<file path="src/rtl/decode_pkg.sv">
// Shared types and opcode constants for the RV32/RV64 decode stage.
package decode_pkg;

    localparam int XLEN_MAX = 64;

    localparam logic [6:0] OPC_OP        = 7'b0110011;
    localparam logic [6:0] OPC_OP_IMM    = 7'b0010011;
    localparam logic [6:0] OPC_LOAD      = 7'b0000011;
    localparam logic [6:0] OPC_JALR      = 7'b1100111;
    localparam logic [6:0] OPC_SYSTEM    = 7'b1110011;
    localparam logic [6:0] OPC_MISC_MEM  = 7'b0001111;
    localparam logic [6:0] OPC_STORE     = 7'b0100011;
    localparam logic [6:0] OPC_BRANCH    = 7'b1100011;
    localparam logic [6:0] OPC_LUI       = 7'b0110111;
    localparam logic [6:0] OPC_AUIPC     = 7'b0010111;
    localparam logic [6:0] OPC_JAL       = 7'b1101111;
    localparam logic [6:0] OPC_OP_IMM_32 = 7'b0011011;
    localparam logic [6:0] OPC_OP_32     = 7'b0111011;

    typedef enum logic [2:0] {
        FMT_R   = 3'd0,
        FMT_I   = 3'd1,
        FMT_S   = 3'd2,
        FMT_B   = 3'd3,
        FMT_U   = 3'd4,
        FMT_J   = 3'd5,
        FMT_ILL = 3'd7
    } fmt_e;

    // imm/pc are sized for the widest XLEN; narrower builds use the low bits.
    typedef struct packed {
        logic [6:0]          opcode;
        logic [4:0]          rd;
        logic [2:0]          funct3;
        logic [4:0]          rs1;
        logic [4:0]          rs2;
        logic [6:0]          funct7;
        logic [XLEN_MAX-1:0] imm;
        fmt_e                fmt;
        logic                illegal;
        logic [XLEN_MAX-1:0] pc;
    } dec_t;

endpackage

</file>
<file path="src/rtl/decode_comb.sv">
// Combinational field, format and immediate extraction for one instruction.
module decode_comb
    import decode_pkg::*;
#(
    parameter int XLEN = 32,
    parameter bit RV64 = (XLEN == 64)
) (
    input  logic [31:0]     instr,
    input  logic [XLEN-1:0] pc,
    output dec_t            dec
);

    fmt_e fmt;

    always_comb begin
        case (instr[6:0])
            OPC_OP:                 fmt = FMT_R;
            OPC_OP_IMM, OPC_LOAD, OPC_JALR,
            OPC_SYSTEM, OPC_MISC_MEM: fmt = FMT_I;
            OPC_STORE:              fmt = FMT_S;
            OPC_BRANCH:             fmt = FMT_B;
            OPC_LUI, OPC_AUIPC:     fmt = FMT_U;
            OPC_JAL:                fmt = FMT_J;
            OPC_OP_IMM_32:          fmt = RV64 ? FMT_I : FMT_ILL;
            OPC_OP_32:              fmt = RV64 ? FMT_R : FMT_ILL;
            default:                fmt = FMT_ILL;
        endcase
    end

    always_comb begin
        dec         = '0;
        dec.opcode  = instr[6:0];
        dec.rd      = instr[11:7];
        dec.funct3  = instr[14:12];
        dec.rs1     = instr[19:15];
        dec.rs2     = instr[24:20];
        dec.funct7  = instr[31:25];
        dec.fmt     = fmt;
        dec.illegal = (fmt == FMT_ILL);
        dec.pc[XLEN-1:0] = pc;
        // Sign-extend to the full struct width; truncation to XLEN keeps it correct.
        case (fmt)
            FMT_I:   dec.imm = {{52{instr[31]}}, instr[31:20]};
            FMT_S:   dec.imm = {{52{instr[31]}}, instr[31:25], instr[11:7]};
            FMT_B:   dec.imm = {{51{instr[31]}}, instr[31], instr[7], instr[30:25],
                                instr[11:8], 1'b0};
            FMT_U:   dec.imm = {{32{instr[31]}}, instr[31:12], 12'b0};
            FMT_J:   dec.imm = {{43{instr[31]}}, instr[31], instr[19:12], instr[20],
                                instr[30:21], 1'b0};
            default: dec.imm = '0;
        endcase
    end

endmodule

</file>
<file path="src/rtl/decode_pipe.sv">
// Registered decode stage: combinational decode feeding a 2-entry skid FIFO.
module decode_pipe
    import decode_pkg::*;
#(
    parameter int XLEN = 32,
    parameter bit RV64 = (XLEN == 64)
) (
    input  logic            iClk,
    input  logic            iRstN,
    input  logic            iFlush,
    input  logic            iValid,
    output logic            oReady,
    input  logic [31:0]     iInstr,
    input  logic [XLEN-1:0] iPc,
    output logic            oValid,
    input  logic            iReady,
    output logic [6:0]      oOpcode,
    output logic [4:0]      oRd,
    output logic [2:0]      oFunct3,
    output logic [4:0]      oRs1,
    output logic [4:0]      oRs2,
    output logic [6:0]      oFunct7,
    output logic [XLEN-1:0] oImm,
    output logic [2:0]      oFmt,
    output logic            oIllegal,
    output logic [XLEN-1:0] oPc
);

    dec_t       dec_in;
    dec_t       head;
    dec_t       mem_q [2];
    dec_t       mem_d [2];
    logic       wr_ptr_q, wr_ptr_d;
    logic       rd_ptr_q, rd_ptr_d;
    logic [1:0] count_q, count_d;
    logic       push, pop;

    decode_comb #(.XLEN(XLEN), .RV64(RV64)) u_decode_comb (
        .instr (iInstr),
        .pc    (iPc),
        .dec   (dec_in)
    );

    assign oReady = (count_q != 2'd2);
    assign oValid = (count_q != 2'd0);
    assign push   = iValid && oReady && !iFlush;
    assign pop    = oValid && iReady && !iFlush;

    always_comb begin
        mem_d    = mem_q;
        wr_ptr_d = wr_ptr_q;
        rd_ptr_d = rd_ptr_q;
        count_d  = count_q;
        if (iFlush) begin
            wr_ptr_d = 1'b0;
            rd_ptr_d = 1'b0;
            count_d  = '0;
        end else begin
            if (push) begin
                mem_d[wr_ptr_q] = dec_in;
                wr_ptr_d        = ~wr_ptr_q;
            end
            if (pop) begin
                rd_ptr_d = ~rd_ptr_q;
            end
            count_d = count_q + 2'(push) - 2'(pop);
        end
    end

    // Storage is reset too so the outputs read as zero rather than X after reset.
    always_ff @(posedge iClk or negedge iRstN) begin
        if (!iRstN) begin
            mem_q[0] <= '0;
            mem_q[1] <= '0;
            wr_ptr_q <= 1'b0;
            rd_ptr_q <= 1'b0;
            count_q  <= '0;
        end else begin
            mem_q    <= mem_d;
            wr_ptr_q <= wr_ptr_d;
            rd_ptr_q <= rd_ptr_d;
            count_q  <= count_d;
        end
    end

    assign head     = mem_q[rd_ptr_q];
    assign oOpcode  = head.opcode;
    assign oRd      = head.rd;
    assign oFunct3  = head.funct3;
    assign oRs1     = head.rs1;
    assign oRs2     = head.rs2;
    assign oFunct7  = head.funct7;
    assign oImm     = head.imm[XLEN-1:0];
    assign oFmt     = head.fmt;
    assign oIllegal = head.illegal;
    assign oPc      = head.pc[XLEN-1:0];

    if (XLEN < XLEN_MAX) begin : g_narrow
        logic unused_hi;
        assign unused_hi = ^{head.imm[XLEN_MAX-1:XLEN], head.pc[XLEN_MAX-1:XLEN]};
    end

endmodule

</file>
<file path="config.mk">
export PLATFORM = sky130hd
export DESIGN_NAME = decode_pipe
export DESIGN_NICKNAME = d
export VERILOG_FILES = /design/src/rtl/decode_pkg.sv /design/src/rtl/decode_comb.sv /design/src/rtl/decode_pipe.sv
export SDC_FILE = /design/constraint.sdc
export NUM_CORES = 1
export LEC_CHECK = 0
export ABC_AREA = 1
export BUFFER_PORTS_ARGS = -buffer_cell sky130_fd_sc_hd__buf_2
export CAP_MARGIN = 10
export CORE_MARGIN = 8
export CORE_UTILIZATION = 61
export DETAILED_ROUTE_END_ITERATION = 10
export PLACE_DENSITY = 0.86
export SLEW_MARGIN = 30
export SYNTH_ARGS = -nofsm -noshare
export SYNTH_HDL_FRONTEND = slang
export SYNTH_SLANG_ARGS = --single-unit
export TNS_END_PERCENT = 5
</file>
<file path="constraint.sdc">
create_clock -name iClk -period 2.5 [get_ports iClk]
set_input_delay 0.5 -clock iClk [delete_from_list [all_inputs] [get_ports iClk]]
set_output_delay 0.5 -clock iClk [all_outputs]
set_load 0.01 [all_outputs]
</file>
==> results.yml <==
run_status:
  status: "completed"
power:
  clkPwrFrac_pct: 31.2
  ir_drop_mv: 0.5680
  powerDensity_nw_per_um2: 912.8
  finalPower_mw: 10.51
  power.internal_mw: 7.134
  pwr-share-comb_pct: 24.7
  switching_share_pct: 32.12
  p_switching_mw: 3.376
  sequentialPowerShare_pct: 44.0
  power.leakage_nw: 6.826
finish:
  mostFrequentLayoutCell: "nand2_1"
  n_antenna_cell: 0
  layout_common_cells: "nand2_1, dfrtp_1, buf_2, o21ai_0, inv_1"
  nNetsFinal: 1545
  final_area_um2: 11510
  final_core_util_pct: 73.01
  drive_above_1_share_pct: 15.85
  area_growth_pct: 18.16
setup_path:
  cp_data_arrival_time_ps: 1810
  critPathBufInv: 3
  slowest_stage: "dfrtp_4"
  r2r.worst_path.cells: 7
  worstSetupStartpointType: "register"
  r2r_slack_ps: 810
  r2r_end: "mem_q[318]"
  worstSetupPathType: "reg -> out"
  path_delay_family: "buffers and inverters"
  crit_chain: "clkinv_2, buf_4, nand2_1, o21ai_0, buf_2"
  r2r_start: "count_q[0]"
  path_max_fanout: 25
  critical_path.max_stage_delay_ps: 490
  end_kind: "output port"
  cp.required_ps: 2000
yosys:
  syn_avg_cell_area_um2: 7.277
  yosysTopAreaCellShare_pct: 52.39
  syn_inst: 1339
  ys_ff_latch: 204
  synth-seq-area-share_pct: 52.39
  synth.distinct_cells: 23
  yosys.area.top_type: "dfrtp_1"
  synthesis.area_um2: 9744
  yosys_warnings: 0
  synthTopCellsByArea: "dfrtp_1, nand2_1, o21ai_0"
  synth_nets: 1410
floorplan:
  die_w_um: 142.4
  initial_core_util_pct: 61.79
  dieHeight_um: 142.4
  rows: 46
  io-pin-count: 171
  coreArea_um2: 15770
  die_area_um2: 20270
cts:
  postCtsHoldBufs: 1
  numCtsBuffers: 22
  h-tree-depth: 1
  cts_sinks: 204
  cts_max_path_buffers: 3
  clk_pin_slew_ps: 60
  root_buffer: "clkbuf_16"
  cts_resized: 0
  cts_tree: "yes"
  post_cts_buffers: 0
  worstSkewPairLatency_ps: 490
route:
  remaining_drc_errors: 0
  drt-total-wl_um: 26640
  first_pass_iters: 5
  ant_nets: 0
  drtIter0Drc: 824
  avgRoutedWirePerCell_um: 15.62
  post_drt_via_cell_ratio: 5.323
  via_count: 9075
place:
  dp_worst_setup_slack_ps: -38.04
  dpl-instance-area_um2: 10770
  dpl.hpwl_um: 17140
  gp_congestion: 0.9164
  port_buffers: 170
global_route:
  grt_util_all_layers_pct: 26.40
  grt_overflow: 0
  grt_pass1_vias: 8908
  antenna_found_initial: 0
  grt_max_degree: 156
  grt_pass1_wl_um: 43850
sta:
  skew_ps: 7.699
  fin_setup_tns_ps: 0
  worst_slack_ps: 188.5
  hold_viol: 0
  fin_crit_ps: 2311
  relSlewSlack_pct: 43.43
  tightest_slew_ps: 845.4
  fin_crit_sh_pct: 92.46
  timing.final.max_slew_violations: 0
  rsz0062_at_grt: "no"
  clock.fmax_ghz: 0.4326
  setup_viol_count_final: 0
min_path:
  holdPathEnd: "count_q[0]"
  whs_path_depth: 2
  hold_path.class: "in -> reg"
  worstHoldStart: "iFlush"
flow_run:
  max_cap_violations: 0
-- worst reg2reg max path, cell delays in order, from the launching register on --
cell and delay (ps):
dfrtp_1 400, inv_1 70, nand2_2 70, nand3_2 100, nor2_4 50, inv_4 60, buf_12 410, o21ai_0 370
-- registers in the layout (all words and copies together), names as in the netlist --
register  count
mem_q       200
count_q       2
wr_ptr_q      1
rd_ptr_q      1
-- metal layers --
| layer | routed length (um) | global-route usage [%] | vias to the layer above | share of wire [%] |
|---|---|---|---|---|
| met4 | 858 | 9.452 | 0 | 3.2 |
| met2 | 12550 | 42.86 | 406 | 47 |
| li1 | - | - | 4377 | - |
| met1 | 10930 | 35.07 | 4214 | 41 |
| met5 | 0 | 0 | - | 0 |
| met3 | 2296 | 4.562 | 78 | 8.6 |
-- kinds of logic (layout without fill, tap and decap cells) --
family | count (synthesis) | count (layout) | synth area share (%)
flops | 204 | 204 | 52.39
fa+ha+maj | 2 | 2 | 0.2568
xor+xnor | 2 | 2 | 0.1798
buf+inv | 159 | 309 | 6.638
simple gates | 829 | 829 | 33.17
compound gates | 143 | 143 | 7.370
-- area by class of cell --
cell class / instances / area, um^2
sequential: 204 / 5109
clock inverter: 6 / 80.08
inverter: 82 / 311.5
tap: 216 / 270.3
clock buffer: 33 / 653.1
multi-input combinational: 976 / 3993
fill: 1264 / 4257
timing repair buffer: 188 / 1097
-- cell usage after synthesis, drive strengths merged --
library cell,number
nand2,719
dfrtp,204
o21ai,137
inv,81
nor2,56
nand3,52
clkbuf,41
buf,36
a21oi,5
ha,2
clkinv,1
nand4,1
o21bai,1
or2,1
xnor2,1
xor2,1
-- power groups by stage --
stage | clock network [mW] | registers (mW) | logic [mW]
finish | 3.28 | 4.63 | 2.60
floorplan | 0 | 4.55 | 1.62
CTS | 3.32 | 4.62 | 2.62
global route | 3.46 | 4.73 | 2.94
detailed placement | 0 | 4.66 | 2.59
global placement | 0 | 4.62 | 2.51
-- how the worst max path moves through the flow --
stage	from	endpoint	slack [ps]	depth (start not counted)
final	rd_ptr_q	oFunct7[5]	190	5
after global routing	rd_ptr_q	oFunct7[5]	110	5
after global placement	iInstr[1]	mem_q[251]	60	9
after CTS	rd_ptr_q	oFunct7[5]	190	5
after detailed placement	iInstr[1]	mem_q[245]	-40	9
after floorplan	rd_ptr_q	oFmt[0]	700	6
-- metrics by stage --
step	hold slack, ps	instances
6_report	209.7	1705
3_5_place_dp	453.2	1665
2_1_floorplan	204.4	1339
4_1_cts	199.6	1705
5_1_grt	200.7	1705
3_3_place_gp	456.2	1665
Note: power is estimated with default switching activity, not from simulation.
